==> config.mk <==
export PLATFORM = sky130hd
export DESIGN_NAME = fpa_add
export DESIGN_NICKNAME = d
export VERILOG_FILES = /design/src/rtl/fpa_add.sv
export SDC_FILE = /design/constraint.sdc
export NUM_CORES = 1
export LEC_CHECK = 0
export ABC_AREA = 1
export CAP_MARGIN = 10
export CORE_MARGIN = 3
export CORE_UTILIZATION = 55
export CTS_CLUSTER_DIAMETER = 50
export DETAILED_ROUTE_END_ITERATION = 7
export GPL_TIMING_DRIVEN = 0
export PLACE_DENSITY = 0.79
export SLEW_MARGIN = 10
export SYNTH_ARGS = -nofsm -noshare
export SYNTH_HDL_FRONTEND = slang
export SYNTH_SLANG_ARGS = --single-unit
export TNS_END_PERCENT = 100
==> constraint.sdc <==
create_clock -name clk -period 2.9 [get_ports clk]
set_input_delay 0.58 -clock clk [delete_from_list [all_inputs] [get_ports clk]]
set_output_delay 0.58 -clock clk [all_outputs]
set_load 0.005 [all_outputs]
==> src/rtl/fpa_add.sv <==
// fpa_add: registered adder for sign/magnitude floats (explicit leading one, two's complement exponent)
module fpa_add (
  input  logic        clk,
  input  logic        rst,
  input  logic        in_valid,
  input  logic [31:0] in1,
  input  logic [31:0] in2,
  output logic        out_valid,
  output logic [31:0] out
);
  logic               swap, same, a_ge, carry, sgn;
  logic [31:0]        a, b, res;
  logic signed [9:0]  ea, eb, e1, en;
  logic [9:0]         d;
  logic [22:0]        ma, mb, mb_al, dif, mag, norm;
  logic [23:0]        sum;
  logic [4:0]         lz;
  always_comb begin
    swap  = $signed(in2[30:23]) > $signed(in1[30:23]);
    a     = swap ? in2 : in1;
    b     = swap ? in1 : in2;
    ea    = {{2{a[30]}}, a[30:23]};
    eb    = {{2{b[30]}}, b[30:23]};
    ma    = a[22:0];
    mb    = b[22:0];
    d     = ea - eb;
    mb_al = d < 10'd24 ? mb >> d : 23'd0;
    same  = a[31] == b[31];
    sum   = {1'b0, ma} + {1'b0, mb_al};
    a_ge  = ma >= mb_al;
    dif   = a_ge ? ma - mb_al : mb_al - ma;
    sgn   = (same || a_ge) ? a[31] : b[31];
    carry = same & sum[23];
    mag   = same ? (carry ? sum[23:1] : sum[22:0]) : dif;
    e1    = ea + {9'd0, carry};
  end
  // highest set bit wins, so lz ends as the distance from bit 22
  always_comb begin
    lz = 5'd0;
    for (int i = 0; i < 23; i++) if (mag[i]) lz = 5'(22 - i);
  end
  always_comb begin
    norm = mag << lz;
    en   = e1 - {5'd0, lz};
    res  = in1[22:0] == 23'd0 ? (in2[22:0] == 23'd0 ? 32'h0 : in2) :
           in2[22:0] == 23'd0 ? in1 :
           mag == 23'd0       ? 32'h0 :
           en > 10'sd127      ? {sgn, 8'h7f, 23'h7fffff} :
           en < -10'sd128     ? 32'h0 :
                                {sgn, en[7:0], norm};
  end
  always_ff @(posedge clk or posedge rst)
    if (rst) begin
      out       <= 32'h0;
      out_valid <= 1'b0;
    end else begin
      out_valid <= in_valid;
      if (in_valid) out <= res;
    end
endmodule

==> qor.yml <==
track_usage_pct: 43.4
cp-start-kind: "input port"
relSlewSlack_pct: 36.2
synth_edf_count: 0
route.met2.wl_mm: 21.7
rr_startpoint: "out[18]"
fin_tns_setup_ns: -230.63
synth_area_um2: 10500
initial_utilization_pct: 57.1
rsz0062_at_grt: "yes"
route.detailed.drc: 0
synth_top_area_share_pct: 18.1
boundaryPins: 100
drv_cap: 0
worst_pin_slew_ns: 0.951
cts.clk_slew.worst_paths_ns: 0.06
slew_viol_final: 0
hold_ws_ns: 0.508
dp_hpwl_mm: 35.3
wl_met1_mm: 18.4
core_um2: 18400
yosysSeqAreaShare_pct: 7.86
synthCells: 1875
ys_types: 62
register_area_um2: 826
via_per_inst: 6.47
synth_seq_cells: 33
io_buffers: 99
final-setup-viol-count: 32
period_share_pct: 355
mostFrequentLayoutCells: "437 x nand2_1, 208 x inv_1, 139 x buf_4"
power.density_nw_per_um2: 721
yosys-top-cells-area: "nand2_1 18%, ha_1 11%, inv_1 8.6%"
synth-main-ff-cell: "dfrtp_1"
clock-root-buffer: "clkbuf_16"
p_leak_nw: 7.23
fin_ws_ns: -7.39
cp.arrival_ns: 10.51
cts_sinks: 33
crit_family: "simple AND/OR/NAND/NOR gates"
multi_input_area_um2: 9970
required_ns: 3.12
fp.dieArea_um2: 20800
grt_remaining_overflow: 0
cp-end-kind: "register"
clock_latency_ns: 0.28
synth_area_leader_cell: "nand2_1"
cts_buffers: 5
status: "finished with violations"
hold_viol: 0
num_rows: 49
finish.utilization_pct: 82.3
cts_hold_buf: 0
max_freq_mhz: 97.1
async_flop_share_pct: 100
final_common_cell: "nand2_1"
ir_drop_uv: 647
drive_gt1_share_pct: 29.5
cp_slowest_cell: "fa_2"
finalNonFillerCells: 2365
cp_max_fo: 10
drtPass1Iterations: 8
grt_max_degree: 34
die_w_um: 144
yosys_warnings: 0
num-fill-cells: 1227
grt_pass1_wl_mm: 71.8
violations: "negative setup slack"
startpoint: "in2[30]"
dp_cells: 2203
vias: 15300
grt_antenna_before_repair: 0
pre_cts_slack_ns: -8.75
top_layer_used: "met5"
die_y_um: 144
avgSynthCellArea_um2: 5.60
hold_path.class: "register to register"
fin_nets: 2296
met3_length_mm: 6.73
min_from: "out[28]"
grt_pass1_vias: 13500
critPathMostFrequentCell: "nand2_1"
ant_nets: 0
crit_type: "input port to register"
cts_max_level: 2
period_needed_ns: 10.29
clockBufferDepth: 2
area_delta_synth_final_pct: 44.0
cts_tree: "yes"
synth_nets: 2037
wl_per_cell_um: 21.4
max_stage_delay_ns: 0.41
totalWireLength_mm: 50.7
cp_num_buf_inv: 15
place_congestion: 1.09
drtIter0Drc: 2276
clock_skew_ns: 0
==> routing by layer <==
metal	vias to the layer above	GRT usage [%]
met4	2	18.9
li1	6690	-
met1	6837	55.6
met2	1348	68.6
met3	427	11.5
met5	-	1.20
==> logic make-up (layout without fill, tap and decap cells) <==
family          Yosys count  in the layout  synth area share [%]
mux                       2              2                 0.191
simple gates            899            901                  37.1
fa+ha+maj                95             95                  11.6
xor+xnor                 51             51                  4.32
buf+inv                 347            605                  13.9
other cells               0              1                     0
flops                    33             33                  7.86
compound gates          448            448                  25.0
==> layout make-up <==
| type | instances | area share, % |
|---|---|---|
| multi-input combinational | 1497 | 65.9 |
| timing repair inverter | 1 | 0.0496 |
| tap | 229 | 1.89 |
| sequential | 33 | 5.46 |
| timing repair buffer | 249 | 14.5 |
| antenna | 1 | 0.0165 |
| inverter | 264 | 7.02 |
| clock inverter | 3 | 0.306 |
| clock buffer | 5 | 0.827 |
| buffer | 83 | 3.99 |
==> power breakdown <==
part | switching [mW] | leakage, nW | total, mW | internal (mW)
sequential | 0.140 | 0.373 | 0.817 | 0.677
clock | 0.215 | 0.0800 | 0.621 | 0.407
combinational | 5.82 | 6.77 | 9.47 | 3.65
total | 6.18 | 7.23 | 10.9 | 4.73
==> worst min-delay path, stage by stage (launching register included) <==
cell and delay, ns:
dfrtp_1 0.35, nor2_1 0.04, nor2_1 0.08
==> Yosys cell counts, types with 6 or more instances <==
master    number
a21oi_2        8
nor2_2         9
inv_1        242
buf_1          6
xor2_1        46
nand2_1      507
nand2_2       18
o21a_1         9
or2_2         14
nor2_1       142
nand3_1      154
inv_2         19
o211ai_1      16
o21ai_1       19
nor3_1         8
nand3_2        6
a221oi_1      10
ha_1          91
o221ai_1      13
clkbuf_1      34
buf_2         18
a21oi_1      135
o21bai_1      12
a31oi_1       14
dfrtp_1       33
nand4_1       15
buf_6         11
buf_4         14
nand2_4        8
o21ai_0      169
o31ai_1        7
==> per-stage QoR <==
step / area (um^2) / power, mW
global placement: 12100 / 7.33
floorplan: 10800 / 5.28
CTS: 14100 / 9.34
detailed placement: 12100 / 7.42
finish: 15100 / 10.9
global route: 15100 / 11.4
==> repair_timing <==
item                                    4_1_cts  5_1_grt
pin swaps                                   143      133
gates resized for setup                     301      205
buffers inserted                            104       42
gates cloned                                  7        0
endpoints found under the setup margin       32       32
==> registers in the layout, indices dropped and copies added, names as in the netlist <==
register / cells
out: 32
out_valid: 1
==> worst paths after layout <==
path,endpoint,slack (ns),cells after the start
worst max-delay path,out[7],-7.39,75
worst min-delay path,out[28],0.51,2
worst max register to register,out[18],2.19,2
worst min register to register,out[28],0.51,2
max in group asynchronous,out[31],1.69,2
min in group asynchronous,out[9],0.74,2
Note: power is estimated with default switching activity, not from simulation.
